--- src/rtl/seg7_scan_display.sv ---
// Time-multiplexed driver for an 8-digit common-anode seven-segment display.
// Scans one digit per slot from a frame-latched copy of the data word.
module seg7_scan_display #(
  parameter int unsigned SCAN_DIV  = 100000,
  parameter int unsigned BLINK_DIV = 25000000
) (
  input  logic        clk,
  input  logic        rst,
  input  logic [31:0] data_i,
  input  logic [7:0]  dp_i,
  input  logic        blank_lz,
  input  logic [2:0]  cursor,
  input  logic        cursor_en,
  output logic [7:0]  an_o,
  output logic [6:0]  seg_o,
  output logic        dp_o
);

  localparam int unsigned DIV_W = (SCAN_DIV > 2) ? $clog2(SCAN_DIV) : 1;
  localparam int unsigned BLK_W = (BLINK_DIV > 1) ? $clog2(BLINK_DIV) : 1;
  localparam logic [DIV_W-1:0] DIV_LAST = DIV_W'(SCAN_DIV - 1);
  localparam logic [BLK_W-1:0] BLK_LAST = BLK_W'(BLINK_DIV - 1);

  logic [DIV_W-1:0] div_q;
  logic [2:0]       dig_q;
  logic [31:0]      frm_q;
  logic [7:0]       dpf_q;
  logic [BLK_W-1:0] bc_q;
  logic             ph_q;

  logic       div_last_c;
  logic       blk_last_c;
  logic       lz_c;
  logic       cur_off_c;
  logic       lit_c;
  logic [3:0] nib_c;

  // Active-low {g,f,e,d,c,b,a} glyphs for one hex nibble.
  function automatic logic [6:0] hex7(input logic [3:0] n);
    logic [6:0] s;
    case (n)
      4'h0: s = 7'h40;
      4'h1: s = 7'h79;
      4'h2: s = 7'h24;
      4'h3: s = 7'h30;
      4'h4: s = 7'h19;
      4'h5: s = 7'h12;
      4'h6: s = 7'h02;
      4'h7: s = 7'h78;
      4'h8: s = 7'h00;
      4'h9: s = 7'h10;
      4'hA: s = 7'h08;
      4'hB: s = 7'h03;
      4'hC: s = 7'h46;
      4'hD: s = 7'h21;
      4'hE: s = 7'h06;
      default: s = 7'h0E;
    endcase
    return s;
  endfunction

  // Slot decode: a digit is lit unless it is a leading zero, the blinking cursor, or the deghost cycle.
  always_comb begin
    div_last_c = (div_q == DIV_LAST);
    blk_last_c = (bc_q == BLK_LAST);
    nib_c      = frm_q[{dig_q, 2'b00} +: 4];
    lz_c       = blank_lz && (dig_q != 3'd0);
    for (int i = 0; i < 8; i++) begin
      if ((3'(i) >= dig_q) && (frm_q[4*i +: 4] != 4'h0)) lz_c = 1'b0;
    end
    cur_off_c  = cursor_en && ph_q && (cursor == dig_q);
    lit_c      = !lz_c && !cur_off_c && (div_q != '0);
  end

  // Scan, frame-snapshot and blink counters.
  always_ff @(posedge clk or posedge rst) begin
    if (rst) begin
      div_q <= '0;
      dig_q <= 3'd0;
      frm_q <= 32'h0;
      dpf_q <= 8'h0;
      bc_q  <= '0;
      ph_q  <= 1'b0;
    end else begin
      div_q <= div_last_c ? '0 : div_q + DIV_W'(1);
      if (div_last_c) begin
        dig_q <= dig_q + 3'd1;
        if (dig_q == 3'd7) begin
          frm_q <= data_i;
          dpf_q <= dp_i;
        end
      end
      bc_q <= blk_last_c ? '0 : bc_q + BLK_W'(1);
      if (blk_last_c) ph_q <= ~ph_q;
    end
  end

  // Registered pin drivers; everything dark when the slot is not lit.
  always_ff @(posedge clk or posedge rst) begin
    if (rst) begin
      an_o  <= 8'hFF;
      seg_o <= 7'h7F;
      dp_o  <= 1'b1;
    end else if (lit_c) begin
      an_o  <= ~(8'd1 << dig_q);
      seg_o <= hex7(nib_c);
      dp_o  <= ~dpf_q[dig_q];
    end else begin
      an_o  <= 8'hFF;
      seg_o <= 7'h7F;
      dp_o  <= 1'b1;
    end
  end

endmodule
--- config.mk ---
export PLATFORM = sky130hd
export DESIGN_NAME = seg7_scan_display
export DESIGN_NICKNAME = d
export VERILOG_FILES = /design/src/rtl/seg7_scan_display.sv
export SDC_FILE = /design/constraint.sdc
export NUM_CORES = 1
export LEC_CHECK = 0
export ABC_AREA = 1
export BUFFER_PORTS_ARGS = -buffer_cell sky130_fd_sc_hd__buf_2
export CORE_ASPECT_RATIO = 0.8
export CORE_MARGIN = 2
export CORE_UTILIZATION = 40
export DETAILED_ROUTE_END_ITERATION = 7
export SYNTH_ARGS = -nofsm -noshare
export SYNTH_HDL_FRONTEND = slang
export SYNTH_SLANG_ARGS = --single-unit
--- constraint.sdc ---
create_clock -name clk -period 4.5 [get_ports clk]
set_input_delay 0.9 -clock clk [delete_from_list [all_inputs] [get_ports clk]]
set_output_delay 0.9 -clock clk [all_outputs]
set_load 0.1 [all_outputs]
==> results.py <==
metrics = {
    "run_status": {
        "status": "finished with violations",
        "violations": "DRC",
    },
    "floorplan": {
        "core-area_um2": 14400,
        "start_util_pct": 41.1,
        "io_pins": 63,
        "die_y_um": 113,
        "dieArea_um2": 15800,
        "rows": 39,
        "chipWidth_um": 140,
    },
    "finish": {
        "drive_gt1_share_pct": 20.8,
        "area_delta_synth_final_pct": 12.6,
        "layout.cells.non_filler": 1010,
        "nNetsFinal": 882,
    },
    "synthesis": {
        "synth_top_area_share_pct": 36.3,
        "yosysWarnings": 0,
        "async_reset_ff_share_pct": 100,
        "ys_types": 36,
        "postSynthAreaPerCell_um2": 7.80,
        "synthesis.area_um2": 5920,
        "synth-edff-count": 0,
        "synthTopCellsByArea": "dfrtp_1, nand2_1, inv_1",
        "synth_area_leader_cell": "dfrtp_1",
        "synthCells": 759,
        "synth.most_common_cell": "nand2_1",
        "ys_seq_area_share_pct": 43.4,
        "ys_top_cells_by_count": "nand2_1, inv_1, nor2_1",
        "synthFlopType": "dfrtp_1",
        "syn_nets": 821,
        "synth.ff_latch_count": 102,
    },
    "cts": {
        "clkTransAtPathRegs_ns": 0.08,
        "cts_setup_buffers": 0,
        "numCtsBuffers": 9,
        "htree_num_levels": 3,
        "cts_resized": 0,
        "cts_hold_buf": 0,
        "cts_tree": "done",
        "ctsLongestPathBuffers": 2,
        "clkSinkCount": 102,
        "cts_root_buf": "clkbuf_16",
        "insertion_delay_ns": 0.35,
    },
    "placed_design": {
        "dp_cells": 993,
        "gp_congestion": 0.869,
        "post-dp-hpwl_um": 9930,
        "portBuffers": 62,
    },
    "power_and_ir_drop": {
        "power_density_nw_per_um2": 270,
        "share_comb_of_total_power_pct": 2.9,
        "sw_frac_of_total_pct": 22.6,
        "p_sw_mw": 0.407,
        "peakVddDrop_uv": 164,
        "seq_power_share_pct": 50.9,
        "power_frac_clock_pct": 46.2,
        "p_int_mw": 1.39,
        "power_leakage_nw": 3.60,
    },
    "detailed_routing": {
        "firstDrtPassIters": 7,
        "vias_per_cell": 4.71,
        "wl_per_cell_um": 13.1,
        "num_vias": 4760,
        "drc_errors": 4,
        "routed_wl_um": 13200,
        "ant_nets": 0,
        "drt_first_iter_violations": 359,
    },
    "global_routing": {
        "grt_pass1_vias": 4396,
        "antenna_found_initial": 1,
        "grt_max_degree": 72,
        "grt_pass1_wl_um": 22400,
        "grt_overflow": 0,
        "track_usage_pct": 17.7,
    },
    "critical_path": {
        "path_max_fanout": 71,
        "crit_slowest_cell": "dfrtp_1",
        "crit_end": "frm_q[27]$_DFFE_PP0P_",
        "critPathMaxStageDelay_ns": 0.88,
        "worstPathArrival_ns": 3.13,
        "cp-start-kind": "flip-flop",
        "crit_path_start": "dig_q[0]$_DFFE_PP0N_",
        "ff2ff_path_depth": 6,
        "worst_setup_path_end_kind": "flip-flop",
        "reg2reg_from": "dig_q[0]$_DFFE_PP0N_",
        "path_cells": "ha_1 -> nand2_1 -> nand3b_4 -> buf_4 -> nand2_1 -> o21ai_2",
        "r2r_end": "frm_q[27]$_DFFE_PP0P_",
        "crit_required_ns": 4.70,
        "cpMostUsedCell": "nand2_1",
        "rrSetupSlack_ns": 1.57,
        "critical_path_class": "flip-flop to flip-flop",
    },
    "timing": {
        "setup_tns_ns": 0,
        "tightest_slew_ns": 1.04,
        "finalSetupViolCount": 0,
        "slew_violations": 0,
        "finClkSkew_ns": 0.0141,
        "fmax_ghz": 0.342,
        "fin_crit_ns": 2.93,
        "relSlewSlack_pct": 30.6,
        "rsz0062_at_grt": "false",
        "hold_viol": 0,
        "period_share_pct": 65.1,
    },
    "worst_hold_path": {
        "hold_path.class": "input pin to asynchronous set/reset pin",
    },
    "job": {
        "cap_violations": 0,
    },
}
-- how the worst min path moves through the flow --
stage | to | slack, ns | depth (start not counted) | from
floorplan | bc_q[0]$_DFF_PP0_ | 0.43 | 1 | bc_q[0]$_DFF_PP0_
global placement | bc_q[0]$_DFF_PP0_ | 0.45 | 1 | bc_q[0]$_DFF_PP0_
detailed placement | bc_q[0]$_DFF_PP0_ | 0.47 | 1 | bc_q[0]$_DFF_PP0_
finish | bc_q[7]$_DFF_PP0_ | 0.47 | 2 | rst
CTS | bc_q[7]$_DFF_PP0_ | 0.48 | 2 | rst
global route | bc_q[7]$_DFF_PP0_ | 0.49 | 2 | rst
-- cells in the final DEF, fill, tap and decap left out, types with 2 or more instances in the layout --
cell type	n
nand2_1	175
inv_1	134
nor2_1	91
dfrtp_1	86
buf_2	62
nand3_1	58
o21ai_2	40
xor2_1	22
a21oi_1	18
nand4_1	17
dfstp_2	16
ha_1	15
nand2_2	14
o21ai_0	13
nor3_1	11
clkbuf_16	9
inv_2	6
xnor2_1	4
or2_2	3
inv_6	3
buf_4	3
nor4_2	2
nor2_4	2
nand3b_1	2
a22o_1	2
-- metal layers --
metal  routed length, um  GRT usage (%)
met1                7460           29.1
met2                5080           23.0
met3                 589           4.49
met4                  70           3.57
met5                   0              0
-- power by group through the flow --
stage               Sequential [mW]  Clock [mW]  Combinational, mW
floorplan                     0.934           0             0.0247
global placement              0.934           0             0.0548
detailed placement            0.934           0             0.0545
CTS                           0.916       0.850             0.0548
global route                  0.916       0.897             0.0615
finish                        0.917       0.831             0.0517
-- cell type report --
type | instances | area (um^2)
antenna | 1 | 2.50
inverter | 141 | 532
multi-input combinational | 501 | 2690
fill | 1450 | 7730
timing repair buffer | 65 | 333
tap | 184 | 230
clock buffer | 10 | 239
sequential | 102 | 2570
clock inverter | 6 | 75.1
-- critical path, delay by kind of cell (launching register included) --
family | cells | cell delay, ns
AND/OR/NAND/NOR | 3 | 0.96
flip-flops | 1 | 0.88
buffers and inverters | 1 | 0.50
adder cells (fa/ha/maj) | 1 | 0.32
AO/OA/AOI/OAI | 1 | 0.05
-- registers in the layout, summed over array words and instances, names as in the netlist --
signal and flops:
an_o 8, bc_q 25, dig_q 3, div_q 17, dp_o 1, dpf_q 8, frm_q 32, ph_q 1
seg_o 7
-- kinds of logic after synthesis --
logic type      count (synthesis)  share of synthesized area (%)
fa+ha+maj                      15                           3.17
compound gates                 76                           9.17
flops                         102                           43.4
buf+inv                       156                           11.2
simple gates                  384                           29.2
xor+xnor                       26                           3.85
-- through the flow --
step / cell area [um^2] / util, % / hold slack [ns] / worst slack (ns) / power, mW
floorplan: 5920 / - / 0.430 / 0.951 / 0.959
global placement: 6350 / 44.1 / 0.455 / 1.63 / 0.989
detailed placement: 6350 / 44.1 / 0.472 / 1.57 / 0.989
CTS: 6670 / 46.3 / 0.477 / 1.56 / 1.82
global route: 6670 / 46.3 / 0.485 / 1.33 / 1.88
finish: 6670 / 46.3 / 0.470 / 1.57 / 1.80
Power figures use the tool's default switching activity.
